$ cat config.mk
export PLATFORM = sky130hd
export DESIGN_NAME = unaligned_read_aligner
export DESIGN_NICKNAME = d
export VERILOG_FILES = /design/src/rtl/mem_align_pkg.sv /design/src/rtl/circular_shifter_right_byte_N.sv /design/src/rtl/unaligned_read_aligner.sv
export SDC_FILE = /design/constraint.sdc
export NUM_CORES = 2
export LEC_CHECK = 0
export BUFFER_PORTS_ARGS = -buffer_cell sky130_fd_sc_hd__buf_2
export CAP_MARGIN = 20
export CORE_UTILIZATION = 50
export DETAILED_ROUTE_END_ITERATION = 6
export PLACE_DENSITY_LB_ADDON = 0.12
export SLEW_MARGIN = 25
export SYNTH_ARGS = -nofsm -noshare
export SYNTH_HDL_FRONTEND = slang
export SYNTH_HIERARCHICAL = 1
export SYNTH_SLANG_ARGS = --single-unit
export TNS_END_PERCENT = 30
$ cat constraint.sdc
create_clock -name clk -period 5.31 [get_ports clk]
set_input_delay 0.2655 -clock clk [delete_from_list [all_inputs] [get_ports clk]]
set_output_delay 0.2655 -clock clk [all_outputs]
set_load 0.02 [all_outputs]
$ cat src/rtl/mem_align_pkg.sv
// -----------------------------------------------------------------------------
// mem_align_pkg
//   Shared definitions for the byte-granular alignment paths (read and write
//   side) of the composed line RAMs.
//   - DATA_W_DEF / ADDR_W_DEF : default line width (bits) and line address width
//   - BYTES / OFF_W           : bytes per line and byte-offset width for defaults
//   - clog2()                 : elaboration-time log2, also used by the shifters
//   - rd_state_t              : read-aligner FSM states
// -----------------------------------------------------------------------------
package mem_align_pkg;

  localparam int DATA_W_DEF = 128;
  localparam int ADDR_W_DEF = 19;

  // Ceiling log2 for parameter derivation; returns 1 for v <= 2 so that a
  // derived width is never zero.
  function automatic int clog2(input int v);
    int r;
    r = 0;
    while ((1 << r) < v) r++;
    return (r < 1) ? 1 : r;
  endfunction

  localparam int BYTES = DATA_W_DEF / 8;
  localparam int OFF_W = clog2(BYTES);

  typedef enum logic [1:0] {
    IDLE  = 2'd0,
    WAIT0 = 2'd1,
    WAIT1 = 2'd2,
    RESP  = 2'd3
  } rd_state_t;

endpackage

$ cat src/rtl/circular_shifter_right_byte_N.sv
// -----------------------------------------------------------------------------
// circular_shifter_right_byte_N
//   Combinational rotate-right of an N-byte word by a whole number of bytes.
//   Output byte i takes input byte (i + shift) mod N, so the byte at index
//   'shift' lands at index 0.
//   Ports:
//     i_data  [N*8-1:0]     word to rotate
//     i_shift [SHIFT_W-1:0] rotate amount in bytes
//     o_data  [N*8-1:0]     rotated word
// -----------------------------------------------------------------------------
module circular_shifter_right_byte_N
  import mem_align_pkg::*;
#(
  parameter int N       = 16,
  parameter int SHIFT_W = clog2(N)
) (
  input  logic [N*8-1:0]     i_data,
  input  logic [SHIFT_W-1:0] i_shift,
  output logic [N*8-1:0]     o_data
);

  always_comb begin
    // NOTE: give every always_comb output a full default first; a path that
    // leaves it unassigned would infer a latch.
    o_data = '0;
    for (int i = 0; i < N; i++) begin
      // N is a power of two, so the modulo reduces to dropping carry bits.
      o_data[i*8 +: 8] = i_data[8*((i + int'(i_shift)) % N) +: 8];
    end
  end

endmodule

$ cat src/rtl/unaligned_read_aligner.sv
// -----------------------------------------------------------------------------
// unaligned_read_aligner
//   Accepts one byte-addressed read of 1..LINE_BYTES bytes, reads one or two
//   consecutive RAM lines, rotates and merges them, and returns the requested
//   bytes LSB-aligned and zero-padded.
//   Ports:
//     clk, rst_n            clock, asynchronous active-low reset
//     req_valid/req_ready   request handshake (ready only in IDLE)
//     req_addr [BADDR_W]    byte address: {line, offset}
//     req_len  [OFFS_W]     byte count minus one
//     ram_rden, ram_addr    RAM read port request (data back one cycle later)
//     ram_q    [DATA_W]     RAM read data
//     rsp_valid/rsp_ready   response handshake
//     rsp_data [DATA_W]     byte i = memory byte (req_addr+i) for i<=len, else 0
// -----------------------------------------------------------------------------
module unaligned_read_aligner
  import mem_align_pkg::*;
#(
  parameter  int DATA_W     = DATA_W_DEF,
  parameter  int ADDR_W     = ADDR_W_DEF,
  localparam int LINE_BYTES = DATA_W / 8,
  localparam int OFFS_W     = clog2(LINE_BYTES),
  localparam int BADDR_W    = ADDR_W + OFFS_W
) (
  input  logic               clk,
  input  logic               rst_n,
  input  logic               req_valid,
  output logic               req_ready,
  input  logic [BADDR_W-1:0] req_addr,
  input  logic [OFFS_W-1:0]  req_len,
  output logic               ram_rden,
  output logic [ADDR_W-1:0]  ram_addr,
  input  logic [DATA_W-1:0]  ram_q,
  output logic               rsp_valid,
  input  logic               rsp_ready,
  output logic [DATA_W-1:0]  rsp_data
);

  rd_state_t           r_state;
  logic [ADDR_W-1:0]   r_line;
  logic [OFFS_W-1:0]   r_off;
  logic [OFFS_W-1:0]   r_len;
  logic                r_cross;
  logic [DATA_W-1:0]   r_lo;
  logic [DATA_W-1:0]   r_hi;

  logic [ADDR_W-1:0]   w_req_line;
  logic [OFFS_W-1:0]   w_req_off;
  logic [OFFS_W:0]     w_end;
  logic                w_rden;
  logic [ADDR_W-1:0]   w_addr;
  logic [DATA_W-1:0]   w_rl;
  logic [DATA_W-1:0]   w_rh;
  logic [DATA_W-1:0]   w_merged;

  assign w_req_line = req_addr[BADDR_W-1:OFFS_W];
  assign w_req_off  = req_addr[OFFS_W-1:0];
  // Last byte index relative to the line start; the extra bit set means the
  // access spills into the next line.
  assign w_end      = {1'b0, w_req_off} + {1'b0, req_len};

  assign req_ready  = (r_state == IDLE);
  assign rsp_valid  = (r_state == RESP);

  always_ff @(posedge clk or negedge rst_n) begin
    // NOTE: the captured line data is cleared on reset as well, so rsp_data
    // reads zero under reset and no stale line can leak into a later response.
    if (!rst_n) begin
      r_state <= IDLE;
      r_line  <= '0;
      r_off   <= '0;
      r_len   <= '0;
      r_cross <= 1'b0;
      r_lo    <= '0;
      r_hi    <= '0;
    end else begin
      // NOTE: non-blocking assignments here, so every register sees the
      // pre-edge values of the others regardless of statement order.
      case (r_state)
        IDLE: begin
          if (req_valid) begin
            r_line  <= w_req_line;
            r_off   <= w_req_off;
            r_len   <= req_len;
            r_cross <= w_end[OFFS_W];
            r_hi    <= '0;
            r_state <= WAIT0;
          end
        end
        WAIT0: begin
          r_lo    <= ram_q;
          r_state <= r_cross ? WAIT1 : RESP;
        end
        WAIT1: begin
          r_hi    <= ram_q;
          r_state <= RESP;
        end
        RESP: begin
          if (rsp_ready) r_state <= IDLE;
        end
        default: r_state <= IDLE;
      endcase
    end
  end

  // RAM read requests: first line straight from the request at accept, the
  // following line (wrapping past the top) one cycle later for a crossing.
  always_comb begin
    w_rden = 1'b0;
    w_addr = '0;
    case (r_state)
      IDLE: begin
        if (req_valid) begin
          w_rden = 1'b1;
          w_addr = w_req_line;
        end
      end
      WAIT0: begin
        if (r_cross) begin
          w_rden = 1'b1;
          w_addr = r_line + ADDR_W'(1);
        end
      end
      default: ;
    endcase
  end

  // The accept-cycle request path is combinational from req_valid, so it is
  // gated by rst_n to keep the read port quiet while reset is held.
  assign ram_rden = rst_n & w_rden;
  assign ram_addr = rst_n ? w_addr : '0;

  circular_shifter_right_byte_N #(
    .N       (LINE_BYTES),
    .SHIFT_W (OFFS_W)
  ) u_rot_lo (
    .i_data  (r_lo),
    .i_shift (r_off),
    .o_data  (w_rl)
  );

  circular_shifter_right_byte_N #(
    .N       (LINE_BYTES),
    .SHIFT_W (OFFS_W)
  ) u_rot_hi (
    .i_data  (r_hi),
    .i_shift (r_off),
    .o_data  (w_rh)
  );

  // Bytes that came from the first line occupy indices below
  // LINE_BYTES-offset; the rest came from the second line. Bytes past the
  // requested length are zeroed. Only registered state feeds this, so the
  // output holds steady under back-pressure.
  always_comb begin
    w_merged = '0;
    for (int i = 0; i < LINE_BYTES; i++) begin
      if (i > int'(r_len))
        w_merged[i*8 +: 8] = 8'h00;
      else if (i < LINE_BYTES - int'(r_off))
        w_merged[i*8 +: 8] = w_rl[i*8 +: 8];
      else
        w_merged[i*8 +: 8] = w_rh[i*8 +: 8];
    end
  end

  assign rsp_data = w_merged;

endmodule

### Word-level counts from Yosys, hierarchy flattened

Cells that the tools add are included.

| storage, ports and cells | value |
|---|---|
| register bits after elaboration | 286 |
| output and inout bits | 150 |
| logic and storage cells | 173 |

| operators by class | value |
|---|---|
| add/subtract/negate cells | 18 |
| magnitude comparators | 31 |
| equal/unequal tests | 5 |
| shift operators | 32 |
| multiplexer cells | 44 |
| bitwise logic cells | 16 |
| reductions and logical operators | 20 |

Operators with widths:

| cell | count |
|---|---|
| indexed part select 128 x 8 -> 8 bit | 32 |
| case mux 128 bit (2 select lines) | 1 |
| 2-to-1 mux 8 bit | 31 |
| 2-to-1 mux 128 bit | 1 |
| OR reduction 4 bit | 15 |
| 2-to-1 mux 19 bit | 3 |
| less-than comparator 5 x 6 -> 1 bit, first input constant | 8 |
| case mux 19 bit (2 select lines) | 1 |
| adder 4 bit, first input constant | 8 |
| > comparator 4 bit, first input constant | 8 |
| less-than comparator 4 x 6 -> 1 bit, first input constant | 4 |
| adder 19 x 1 -> 19 bit, second input constant | 1 |
| adder 3 x 4 -> 4 bit, first input constant | 4 |
| > comparator 3 x 4 -> 1 bit, first input constant | 4 |
| AND 1 bit, first input constant | 15 |
| less-than comparator 3 x 6 -> 1 bit, first input constant | 2 |
| adder 2 x 4 -> 4 bit, first input constant | 2 |
| > comparator 2 x 4 -> 1 bit, first input constant | 2 |
| case mux 2 bit (4 select lines) | 1 |
| less-than comparator 1 x 6 -> 1 bit, first input constant | 1 |
| less-than comparator 2 x 6 -> 1 bit, first input constant | 1 |
| AND reduction 2 bit | 3 |
| subtractor 5 x 4 -> 6 bit, first input constant | 1 |
| adder 4 x 4 -> 5 bit | 1 |
| other kinds (12) | 16 |

### Depth between registers and ports, before layout

| depth | value |
|---|---|
| depth in word-level cells | 6 |
| gate-level depth with buffers | 14 |

### By module

Netlist, hierarchy kept.

By module, submodules not included:

| module | times used | cells each | area an instance (µm²) |
|---|---|---|---|
| unaligned_read_aligner | 1 | 1263 | 13822.0 |
| circular_shifter_right_byte_N (u_rot_lo) | 1 | 435 | 7075.5 |
| circular_shifter_right_byte_N (u_rot_hi) | 1 | 435 | 6974.2 |

### Least setup slack after synthesis

Ideal clock, no wire load.

| timing path | value |
|---|---|
| path kind | reg-to-output |
| from | register r_off[0] |
| to | output port rsp_data[12] |
| data arrival time | 3460 ps |
| required time | 5044 ps |
| setup slack | 1584 ps |
| stages on the path, launching flop included | 14 |
| buffers on the path | 7 |
| cell sequence | dfrtp_1 buf_2 buf_2 buf_2 inv_2 buf_2 ha_1 buf_4 buf_4 buf_2 mux4_2 mux4_2 nand3_1 a21boi_0 |

| on the way | value |
|---|---|
| word-level cells in the longest chain between the ends | 6 |
| elaborated cells between the ends (all ways) | 9 |
| classes of those cells | add/sub (2); order compare (1); shift (2); mux (2); bitwise (1); reduce/logical (1) |

Ends and longest elaborated chain:

| what | line | text |
|---|---|---|
| start: declaration | unaligned_read_aligner.sv:41 | `logic [OFFS_W-1:0] r_off;` |
| start signal: assignment | unaligned_read_aligner.sv:83 | `r_off <= w_req_off;` |
| adder 1 x 4 -> 4 bit * | circular_shifter_right_byte_N.sv:28 | `o_data[i*8 +: 8] = i_data[8*((i + int'(i_shift)) % N) +: 8];` |
| OR reduction 4 bit (no line) | - |  |
| AND 1 bit (no line) | - |  |
| indexed part select 128 x 8 -> 8 bit * | circular_shifter_right_byte_N.sv:28 |  |
| via w_rh[12] | unaligned_read_aligner.sv:53 | `logic [DATA_W-1:0] w_rh;` |
| 2-to-1 mux 8 bit * | unaligned_read_aligner.sv:160 | `else if (i < LINE_BYTES - int'(r_off))` |
| 2-to-1 mux 8 bit * | unaligned_read_aligner.sv:158 | `if (i > int'(r_len))` |
| end: declaration | unaligned_read_aligner.sv:36 | `output logic [DATA_W-1:0] rsp_data` |

The timed path passes the listed nets; every way through them passes the cells marked *.

### Final worst setup path

| timing path | value |
|---|---|
| from | register r_off[2] |
| to | output port rsp_data[61] |

| on the way | value |
|---|---|
| word-level cells in the longest chain between the ends | 6 |
| elaborated cells between the ends (all ways) | 9 |
| classes of those cells | add/sub (2); order compare (1); shift (2); mux (2); bitwise (1); reduce/logical (1) |

Ends and longest elaborated chain:

| what | line | text |
|---|---|---|
| adder 3 x 4 -> 4 bit * | circular_shifter_right_byte_N.sv:28 |  |
| OR reduction 4 bit (no line) | - |  |
| AND 1 bit (no line) | - |  |
| indexed part select 128 x 8 -> 8 bit * | circular_shifter_right_byte_N.sv:28 |  |
| via w_rl[61] | unaligned_read_aligner.sv:52 | `logic [DATA_W-1:0] w_rl;` |
| 2-to-1 mux 8 bit * | unaligned_read_aligner.sv:160 |  |
| 2-to-1 mux 8 bit * | unaligned_read_aligner.sv:158 |  |

Marks and branches as above.

==> results.ini <==
[status]
status = finished, final reports clean

[global_route]
grt_pass1_vias = 22100
antenna_found_initial = 3
grtUsageTotal = 0.415
grt_max_degree = 159
grt_pass1_wl_microns = 166000
overflow = 0

[setup_path]
crit_family = compound AO/OA/AOI/OAI gates
cp_slowest_stage_delay_ns = 0.71
cp_data_arrival_time_ns = 4.28
timing.rr.end = r_hi[96]
critPathRequiredTime_ns = 5.04
slowest_stage = dfrtp_4
r2r-start = r_state[0]
cp_num_buf_inv = 3
endpoint_kind = primary output
worstSetupStartpointType = flip-flop
r2r_cells = 7
path_max_fanout = 28
path_class = flip-flop to primary output
crit_chain = clkinv_1 > buf_4 > ha_1 > a21boi_1 > xor2_2 > mux2i_1 > nand2_1 > a21oi_1 > buf_2
reg2reg_slack_ns = 2.31

[hold_path]
holdPathEnd = r_hi[72]
min-delay-start = ram_q[72]
hold_class = input port to flip-flop
min_path_cells = 2

[clocking]
cts_buffer_depth = 3
clkTransAtPathRegs_ns = 0.06
cts-htree-levels = 2
cts_tree = built
cts_buffers = 35
cts_num_sinks = 286
clk_latency_ns = 0.56
cts.repair.resized = 0
post-cts-setup-buffer-count = 0
cts-root-buf = clkbuf_16

[drt]
routed_wl_microns = 117000
drt_iter0_markers = 2914
drt_pass1_iterations = 6
vias_per_cell = 7.38
wl_per_cell_microns = 36.4
vias = 23800
drc = 0
ant_nets = 0

[yosys]
ys_seq_area_frac = 0.257
synth_area_per_cell_sq_um = 13.1
synth_edf_count = 0
synth_seq_cells = 286
syn_area_sq_um = 27900
synth-async-reset-ratio = 1.00
synth_nets = 2318
ys.flop_type = dfrtp_1
synth_cell_type_count = 63
synthCells = 2133
yosysWarnings = 6

[final_layout]
layout-drive-gt1-share = 0.420
finish.utilization = 0.588
n_fill_cell = 4494
register_area_sq_um = 7170
multi_input_area_sq_um = 19700
syn2layout_area_growth_pct = 16.2
nets = 2640

[floorplan]
start_util = 0.506
ios = 309
die_x_microns = 238
die_y_microns = 238
rows = 86
dieArea_sq_um = 56700
core_area_sq_um = 55100

[placed_design]
hpwl_microns = 91400
gp_congestion = 1.02
io_buffers = 308

[sta]
hold_viol_final = 0
rsz0062_at_grt = false
fin_crit_sh = 0.855
finalClockSkew_ns = 0.0254
drv_slew = 0
layout_min_cycle_time_ns = 4.54
worst_pin_slew_ns = 1.02
max_freq_ghz = 0.220
setup_viol_count_final = 0
slew_headroom = 0.321
setup_tns_ns = 0

[job]
cap_violations = 0

==> sequential cells by signal, indices dropped and copies added (netlist names) <==
signal	cells
r_state	2
r_line	19
r_lo	128
r_off	4
r_len	4
r_hi	128
r_cross	1
==> worst reg2reg max path: stages, from the launching register on <==
cell and delay, ns:
dfrtp_1 0.45, inv_1 0.09, ha_1 0.35, and2_1 0.20, buf_4 0.25, a21oi_4 0.80, buf_4 0.53, a22o_1 0.26
==> through the flow <==
| stage | instances | hold WS (ns) | instance area [sq um] | setup WS, ns |
|---|---|---|---|---|
| 2_1_floorplan | 2133 | -0.0301 | 27900 | 1.58 |
| 3_3_place_gp | 3029 | 0.354 | 29800 | 1.50 |
| 3_5_place_dp | 3030 | 0.360 | 29800 | 1.46 |
| 4_1_cts | 3225 | 0.000958 | 32300 | 0.878 |
| 5_1_grt | 3227 | 0.00569 | 32400 | 0.679 |
| 6_report | 3229 | 0.0138 | 32400 | 0.769 |
==> area by class of cell <==
type | count | share of cell area
Inverter | 16 | 0.00185
Antenna cell | 2 | 0.000155
Multi-Input combinational cell | 1626 | 0.607
Clock inverter | 16 | 0.00533
Timing Repair Buffer | 490 | 0.105
Clock buffer | 45 | 0.0298
Sequential cell | 286 | 0.221
Tap cell | 748 | 0.0289
==> Yosys cell counts, types with 9 or more instances <==
library cell / n / area [sq um]
buf_2: 91 / 455
nand2_1: 192 / 721
a21oi_1: 34 / 170
ha_1: 26 / 325
mux4_2: 432 / 9730
buf_6: 13 / 146
mux2_2: 138 / 1550
a22o_1: 128 / 1120
xnor2_1: 9 / 78.8
clkbuf_1: 64 / 240
mux4_1: 16 / 420
xor2_2: 9 / 146
o22ai_1: 10 / 62.6
xnor2_2: 13 / 211
inv_1: 12 / 45.0
nand3_1: 73 / 365
o21ai_0: 71 / 355
a21boi_0: 36 / 270
buf_4: 31 / 233
dfrtp_1: 286 / 7160
mux2i_1: 309 / 3090
nor2_1: 27 / 101
==> kinds of logic after synthesis <==
| group | after synthesis | share of synthesized area |
|---|---|---|
| AOI/OAI and AO/OA | 313 | 0.0812 |
| xor gates and xnor gates | 39 | 0.0182 |
| and+or+nand+nor | 353 | 0.0597 |
| buffers and inverters | 221 | 0.0416 |
| DFF | 286 | 0.257 |
| adders and majority gates | 26 | 0.0117 |
| muxes | 895 | 0.531 |
==> cell usage in the layout (no fill, tap or decap), types with 23 or more instances in the layout <==
master	n
nor2_1	25
dfrtp_1	282
nand3_1	73
o21ai_0	70
clkbuf_16	36
buf_2	307
a22o_1	128
mux4_2	432
mux2i_1	309
nand2_1	191
ha_1	23
buf_4	37
a21oi_1	33
mux2_2	138
a21boi_0	36
dlygate4sd3_1	134
==> per-layer routing <==
layer | up-vias | wire length, microns | global-route usage | share of wire
li1 | 9334 | - | - | -
met1 | 12500 | 45300 | 0.579 | 0.39
met2 | 1675 | 50200 | 0.594 | 0.43
met3 | 278 | 14600 | 0.118 | 0.12
met4 | 4 | 7190 | 0.212 | 0.061
met5 | - | 27 | 0 | 0.00023
==> how the worst max path moves through the flow <==
stage	from	endpoint	cells after the start
after CTS	r_off[2]	rsp_data[61]	9
after global routing	r_off[2]	rsp_data[61]	9
after floorplan	r_off[0]	rsp_data[12]	13
final	r_off[2]	rsp_data[61]	9
after global placement	r_off[2]	rsp_data[61]	9
after detailed placement	r_off[2]	rsp_data[61]	9
==> what timing repair did <==
item,in CTS,in global routing
hold buffers,134,0
setup endpoints to repair,0,0
hold endpoints to repair,315,0
Power is left out: the tool's default activity adds up to more than one toggle a clock period on the data nets, which glitch-free logic cannot reach.
